**src/rtl/reg_file_bank_if.sv**
```systemverilog
// Register file bank bus: write port from WB, two read ports toward ID,
// and the sticky decode-check flag.
interface reg_file_bank_if #(
  parameter int DATA_W = 64,
  parameter int ADDR_W = 5
);
  localparam int NREGS = 2 ** ADDR_W;

  logic              wr_en;
  logic [ADDR_W-1:0] wr_addr;
  logic [DATA_W-1:0] wr_data;
  logic [NREGS-1:0]  wr_onehot;
  logic [ADDR_W-1:0] rd_addr1;
  logic [ADDR_W-1:0] rd_addr2;
  logic [DATA_W-1:0] rd_data1;
  logic [DATA_W-1:0] rd_data2;
  logic              dec_err;

  // Pipeline side: drives write/read requests, receives read data and status.
  modport master (
    output wr_en, wr_addr, wr_data, wr_onehot, rd_addr1, rd_addr2,
    input  rd_data1, rd_data2, dec_err
  );

  // Register file side.
  modport slave (
    input  wr_en, wr_addr, wr_data, wr_onehot, rd_addr1, rd_addr2,
    output rd_data1, rd_data2, dec_err
  );
endinterface

```
**src/rtl/reg_file_bank.sv**
```systemverilog
// Architectural register file: one-hot qualified write port, two combinational
// read ports with same-cycle write bypass, hard-wired zero register, and a
// sticky flag raised when the decoded write vector disagrees with wr_en/wr_addr.
module reg_file_bank #(
  parameter int DATA_W   = 64,
  parameter int ADDR_W   = 5,
  parameter int ZERO_REG = 31
) (
  input  logic           clk,
  input  logic           rst_n,
  reg_file_bank_if.slave bus
);
  localparam int                NREGS    = 2 ** ADDR_W;
  localparam logic [ADDR_W-1:0] ZERO_IDX = ADDR_W'(ZERO_REG);

  logic [DATA_W-1:0] regs_q [NREGS];
  logic [DATA_W-1:0] regs_d [NREGS];
  logic [NREGS-1:0]  onehot_exp;
  logic              dec_err_q;
  logic              dec_err_d;

  // Next-state per register: the one-hot vector alone selects the write;
  // the zero register has no real storage and is held at 0.
  for (genvar gi = 0; gi < NREGS; gi++) begin : g_regs
    if (gi == ZERO_REG) begin : g_zero
      assign regs_d[gi] = '0;
    end else begin : g_store
      assign regs_d[gi] = bus.wr_onehot[gi] ? bus.wr_data : regs_q[gi];
    end
  end

  // Register storage, cleared asynchronously so a write in flight is dropped.
  always_ff @(posedge clk or negedge rst_n) begin
    if (!rst_n) begin
      for (int i = 0; i < NREGS; i++) regs_q[i] <= '0;
    end else begin
      for (int i = 0; i < NREGS; i++) regs_q[i] <= regs_d[i];
    end
  end

  // Decode check: the vector the decode tree should have produced.
  assign onehot_exp = bus.wr_en ? (NREGS'(1) << bus.wr_addr) : '0;
  assign dec_err_d  = dec_err_q | (bus.wr_onehot != onehot_exp);

  // Sticky decode-error flag; only reset clears it.
  always_ff @(posedge clk or negedge rst_n) begin
    if (!rst_n) dec_err_q <= 1'b0;
    else        dec_err_q <= dec_err_d;
  end

  assign bus.dec_err = dec_err_q;

  // Read ports: zero register wins over bypass, bypass wins over storage.
  // Bypass is suppressed in reset so the whole file reads 0 while rst_n is low.
  for (genvar gi = 0; gi < 2; gi++) begin : g_rd
    logic [ADDR_W-1:0] addr;
    logic [DATA_W-1:0] data;

    assign addr = (gi == 0) ? bus.rd_addr1 : bus.rd_addr2;

    // Combinational read mux for this port.
    always_comb begin
      data = regs_q[addr];
      if (addr == ZERO_IDX) begin
        data = '0;
      end else if (rst_n && bus.wr_en && (bus.wr_addr == addr)) begin
        data = bus.wr_data;
      end
    end
  end

  assign bus.rd_data1 = g_rd[0].data;
  assign bus.rd_data2 = g_rd[1].data;
endmodule

```
**src/flat_wrapper.sv**
```systemverilog
// flat-port wrapper written by rule: the top's interface ports become plain ports
module reg_file_bank_flat 
#(
  parameter int DATA_W   = 64,
  parameter int ADDR_W   = 5,
  parameter int ZERO_REG = 31
)
  (clk, rst_n, bus_wr_en, bus_wr_addr, bus_wr_data, bus_wr_onehot, bus_rd_addr1, bus_rd_addr2, bus_rd_data1, bus_rd_data2, bus_dec_err);
  reg_file_bank_if #(.DATA_W(DATA_W), .ADDR_W(ADDR_W)) bus_i ();
  input  logic clk;
  input  logic rst_n;
  input wire logic [$bits(bus_i.wr_en)-1:0] bus_wr_en;
  input wire logic [$bits(bus_i.wr_addr)-1:0] bus_wr_addr;
  input wire logic [$bits(bus_i.wr_data)-1:0] bus_wr_data;
  input wire logic [$bits(bus_i.wr_onehot)-1:0] bus_wr_onehot;
  input wire logic [$bits(bus_i.rd_addr1)-1:0] bus_rd_addr1;
  input wire logic [$bits(bus_i.rd_addr2)-1:0] bus_rd_addr2;
  output wire logic [$bits(bus_i.rd_data1)-1:0] bus_rd_data1;
  output wire logic [$bits(bus_i.rd_data2)-1:0] bus_rd_data2;
  output wire logic [$bits(bus_i.dec_err)-1:0] bus_dec_err;
  assign bus_i.wr_en = bus_wr_en;
  assign bus_i.wr_addr = bus_wr_addr;
  assign bus_i.wr_data = bus_wr_data;
  assign bus_i.wr_onehot = bus_wr_onehot;
  assign bus_i.rd_addr1 = bus_rd_addr1;
  assign bus_i.rd_addr2 = bus_rd_addr2;
  assign bus_rd_data1 = bus_i.rd_data1;
  assign bus_rd_data2 = bus_i.rd_data2;
  assign bus_dec_err = bus_i.dec_err;
  reg_file_bank #(.DATA_W(DATA_W), .ADDR_W(ADDR_W), .ZERO_REG(ZERO_REG)) u_core (.clk(clk), .rst_n(rst_n), .bus(bus_i));
endmodule
```
**config.mk**
```make
export PLATFORM = sky130hd
export DESIGN_NAME = reg_file_bank_flat
export DESIGN_NICKNAME = d
export VERILOG_FILES = /design/src/rtl/reg_file_bank_if.sv /design/src/rtl/reg_file_bank.sv /design/src/flat_wrapper.sv
export SDC_FILE = /design/constraint.sdc
export NUM_CORES = 2
export LEC_CHECK = 0
export CAP_MARGIN = 30
export CORE_AREA = 2 2 658 660
export DETAILED_ROUTE_END_ITERATION = 8
export DIE_AREA = 0 0 660 662
export GPL_TIMING_DRIVEN = 0
export PLACE_DENSITY = 0.39
export RECOVER_POWER = 25
export SLEW_MARGIN = 20
export SYNTH_ARGS = -nofsm -noshare
export SYNTH_HDL_FRONTEND = slang
export SYNTH_SLANG_ARGS = --single-unit
```
**constraint.sdc**
```tcl
create_clock -name clk -period 2.4 [get_ports clk]
set_input_delay 0.36 -clock clk [delete_from_list [all_inputs] [get_ports clk]]
set_output_delay 0.36 -clock clk [all_outputs]
set_load 0.02 [all_outputs]
```
Yosys cells after proc, flatten, opt, wreduce, memory -nomap -nowiden
Cells that the tools add are included.
{ "word_totals": {"out_inout_bits": 129, "elab_cells": 57, "register_bits": 1985} }
{ "classes": {"bitwise": 3, "order_cmp": 2, "n_shift": 1, "n_reduce_logical": 3, "n_eq_ne": 5, "n_mux": 11} }
{ "ops": {"columns": ["cell", "count"], "rows": [
  ["binary-select mux 64 bit (select 5 bit)", 2],
  ["2-to-1 mux 64 bit", 8],
  ["2-to-1 mux 32 bit", 1],
  ["!= test 32 bit", 1],
  ["<< shifter 1 x 5 -> 32 bit, first input constant", 1],
  [">= comparator 6 bit, second input constant", 2],
  ["inverter 5 -> 6 bit", 2],
  ["equality test 5 bit", 2],
  ["equality test 5 bit, second input constant", 2],
  ["logical AND 1 bit", 3],
  ["bitwise OR 1 bit", 1]
]} }

Depth between registers and ports, before layout
{ "depth": {"depth_word": 6, "mapped_depth": 12} }

Worst setup path before layout
OpenSTA, ideal clock, no wires.
{ "synth_path": {"kind": "input port to output port", "start": "input bus_rd_addr1[3]", "end": "output bus_rd_data1[57]", "path_stages": 8, "required_time_ps": 2040, "n_path_buf": 4, "slack_ps": -288, "t_arrival_ps": 2328, "path_cell_list": "clkbuf_1 > xnor2_1 > nand4_1 > or3_1 > buf_2 > buf_1 > clkbuf_1 > a211oi_1"} }
{ "synth_between": {"elab_chain_cells": 6, "word_cells_on_any_way": 9, "cone_classes": "eq/ne (2); mux (5); bitwise (1); reduce/logical (1)"} }
{ "synth_rtl": {"columns": ["element", "line_no", "source"], "rows": [
  ["from (decl)", "flat_wrapper.sv:16", "input wire logic [$bits(bus_i.rd_addr1)-1:0] bus_rd_addr1;"],
  ["inverter 5 -> 6 bit (implied by the code)", "reg_file_bank.sv:63", "data = regs_q[addr];"],
  ["binary-select mux 64 bit (select 5 bit)", "reg_file_bank.sv:63", null],
  ["2-to-1 mux 64 bit (implied by the code) (2 in series)", "reg_file_bank.sv:63", null],
  ["2-to-1 mux 64 bit", "reg_file_bank.sv:66", "end else if (rst_n && bus.wr_en && (bus.wr_addr == addr)) begin"],
  ["2-to-1 mux 64 bit (*)", "reg_file_bank.sv:64", "if (addr == ZERO_IDX) begin"],
  ["to (decl)", "flat_wrapper.sv:18", "output wire logic [$bits(bus_i.rd_data1)-1:0] bus_rd_data1;"]
]} }
Mark *: on every way between the ends. The rest lies on a longest branch, timed or not. The select of a mux whose other input is x is not followed.

==> summary.md <==
| Metric | Value |
|---|---|
| Tmin final | `3.80 ns` |
| Post-Syn Area | `~110000 sq um` |
| DR vias | `90800` |
| Critical Path Start | `u_core.regs_q[1917]$_DFFE_PN0P_` |
| Leak pwr | `between 0.05 and 0.06 uW` |
| Tot GR Track Use | `0.345` |
| Die X | `about 660 um` |
| H-tree depth | `5` |
| Number of global-route vias before repair | `between 80000 and 90000` |
| Nets@finish | `8987` |
| Post-synth EDFFs | `0` |
| Worst clock skew | `0 ns` |
| P per Cell Area | `738 nW/um^2` |
| Crit path cell chain | `mux4_2 -> o221a_4 -> and2_4 -> clkbuf_16 -> a221o_1 -> buf_6` |
| Area growth syn-to-layout | `34.8%` |
| Setup slack, reg-to-reg | `between 0.3 and 0.4 ns` |
| Met1 usage | `0.422` |
| Crit-path max cell delay | `roughly 0.49 ns` |
| Worst r2r src | `u_core.bus.dec_err$_DFF_PN0_` |
| Initial Utilization | `0.250` |
| Violated checks | `capacitance limit, slew limit, setup timing` |
| Number of synthesized register bits | `1985` |
| CTS Buf Count | `about 260` |
| Max Slew Vio Count | `between 100 and 150` |
| Kind of critical path | `reg -> out` |
| Root Buffer | `clkbuf_16` |
| Post-synthesis sequential area ratio | `0.463` |
| Max Cap Viol | `12` |
| CP required | `2.04 ns` |
| Routed len/inst | `52.2 um` |
| Core region area | `roughly 430000 sq um` |
| First-pass GRT wire length | `966000 um` |
| RSZ-0062 raised after global routing | `yes` |
| Grt ovf | `0` |
| Relative slew slack | `-0.412` |
| Hold Crit Class | `in -> reg` |
| Die H | `662 um` |
| WL final | `between 700000 and 800000 um` |
| Async set or reset register ratio after synthesis | `1.00` |
| Worst Slack Setup Final | `-1.40 ns` |
| Slowest cell on crit path | `mux4_2` |
| Outcome | `complete, but fails checks` |
| Average size of a mapped cell | `14.1 sq um` |
| Hold Worst Slack | `around 0.13 ns` |
| GRT met3 Usage | `0.138` |
| Setup violations, final | `about 2100` |
| Clk_lat worst skew | `0.95 ns` |
| FF-to-FF End | `u_core.bus.dec_err$_DFF_PN0_` |
| Most frequent cells in the layout | `dfrtp_1 (1985), mux2_2 (1951), mux4_2 (761)` |
| Worst r2r path cells | `5` |
| Most common cell after layout, fill and taps aside | `dfrtp_1` |
| Final instance area | `around 140000 sq um` |
| DP Area | `between 100000 and 150000 sq um` |
| Tcrit/Tclk final | `1.58` |
| Hold Fails Final Rpt | `0` |
| Max Fclk | `between 0.2 and 0.3 GHz` |
| PortBufs | `about 230` |
| Worst vdd ir | `~0.00052 V` |
| Global placer's final weighted congestion | `between 0.9 and 1` |
| Die Area | `437000 sq um` |
| DRT antenna net count | `0` |
| Worst EP arrival | `3.44 ns` |
| Layout cells sized above 1 | `0.554` |
| Critical path capture point | `bus_rd_data2[45]` |
| CTS tree | `yes` |
| Drc violations | `0` |
| Critical path startpoint category | `flop` |
| Io pins | `roughly 240` |
| Clock Path Buffers | `4` |
| GR Layer Usage met2 | `0.483` |
| Syn Inst Count | `around 7600` |
| Crit. End Element | `output pin` |
| Maximum number of pins on one net before global-route repair | `about 140` |
| Least-Margin Pin Slew | `approximately 2.1 ns` |
| GRT busiest layer | `met2` |
| Row count | `241` |
| Synth unique cells | `between 60 and 70` |
| Synthesis Warnings | `0` |
| Initial antenna violation count | `about 120` |
| Crit path max fanout | `9` |
| Post-DP HPWL | `roughly 540000 um` |
| Via-per-instance ratio | `6.10` |
| Clock transition at path regs | `0.06 ns` |
| Top_reg_cell synth | `dfrtp_1` |
| Drt pass-1 iters | `6` |
| CTS Sinks | `slightly below 2000` |
| Post-Synthesis Net Count | `7697` |
| First DRT Iteration DRCs | `13000` |
-- worst max-delay path: cells and delay by family (launching register included) --
family	cells	cell delay, ns
compound gates	2	0.74
mux	1	0.49
buf+inv	2	0.45
flops	1	0.42
simple gates	1	0.32
-- cell type report --
| class | instances | area (sq um) |
|---|---|---|
| fill | 41800 | 285000 |
| multi-input combinational | 4701 | 56900 |
| sequential | 1985 | 49700 |
| timing repair buffer | 1038 | 14200 |
| buffer | 845 | 7930 |
| clock buffer | 392 | 7700 |
| tap | 5710 | 7140 |
| clock inverter | 54 | 533 |
| antenna | 121 | 303 |
| inverter | 40 | 154 |
-- where the power goes --
part / switching, uW / total, uW / leakage [uW] / internal (uW)
Sequential: 2680 / 39500 / 0.0232 / 36900
Combinational: 15400 / 27100 / 0.0302 / 11700
Clock: 17300 / 40000 / 0.00404 / 22800
-- sequential cells by signal (all words and copies together) (netlist names) --
register / cells
u_core.bus.dec_err: 1
u_core.regs_q: 1984
-- Yosys cell counts (7+ instances only) --
library cell	n	area [sq um]
nor4_1	44	275
buf_2	148	741
o21ai_0	112	561
inv_1	40	150
nand3_1	78	390
clkbuf_1	587	2200
o2111ai_1	18	158
o221a_2	35	394
buf_4	39	293
mux4_1	7	184
o221ai_1	86	753
a221o_1	49	490
xnor2_1	7	61.3
a22oi_1	146	1100
nand2_1	189	709
mux2i_1	487	4870
nor2_1	43	161
mux2_2	1952	22000
a31oi_1	28	175
a22o_1	48	420
a21oi_1	122	611
a221oi_1	20	175
mux4_2	755	17000
a211oi_1	35	263
buf_6	8	90.1
nand2b_1	27	169
a2bb2oi_1	9	78.8
dfrtp_1	1985	49700
o22ai_1	154	963
nor2b_1	64	400
nor3_1	22	110
o211ai_1	84	631
buf_1	73	274
-- cells by family after synthesis --
kind of cell    after synthesis  synth area share
mux                        3203             0.411
flops                      1985             0.463
compound gates              972            0.0653
buf+inv                     898            0.0355
simple gates                513            0.0239
xor+xnor                     12          0.000980
-- how the worst min path moves through the flow --
stage | cells past startpoint | end | startpoint
floorplan | 0 | u_core.bus.dec_err$_DFF_PN0_ | rst_n
global placement | 1 | u_core.regs_q[1080]$_DFFE_PN0P_ | u_core.regs_q[1080]$_DFFE_PN0P_
detailed placement | 2 | u_core.regs_q[1685]$_DFFE_PN0P_ | rst_n
CTS | 4 | u_core.regs_q[1553]$_DFFE_PN0P_ | rst_n
global route | 5 | u_core.bus.dec_err$_DFF_PN0_ | bus_wr_addr[2]
finish | 5 | u_core.bus.dec_err$_DFF_PN0_ | bus_wr_addr[2]
-- repair_timing --
action,in CTS,in global routing
resized for setup,1972,336
hold endpoints to repair,138,1
endpoints found under the setup margin,452,200
pin swaps,244,212
cloned,24,14
setup buffers,287,184
hold buffers,8,1
-- stage by stage --
step | instances | utilization | setup TNS, ns | setup slack, ns | power [uW]
finish | 14900 | 0.336 | -1053.23 | -1.40 | 107000
global placement | 13500 | 0.273 | - | -95.88 | 61300
global route | 14800 | 0.336 | -1278.42 | -1.35 | 109000
CTS | 14600 | 0.329 | -109.03 | -1.36 | 105000
floorplan | 7583 | - | -4.39 | -0.131 | 50700
detailed placement | 13800 | 0.288 | -1692.20 | -4.11 | 63000
-- metal layers --
metal  vias up  part of all wire
met3      1910              0.12
met4        16             0.089
met1     49400              0.38
li1      32200                 -
met2      7296              0.41
met5         -           0.00018
(Power assumes the default switching activity.)
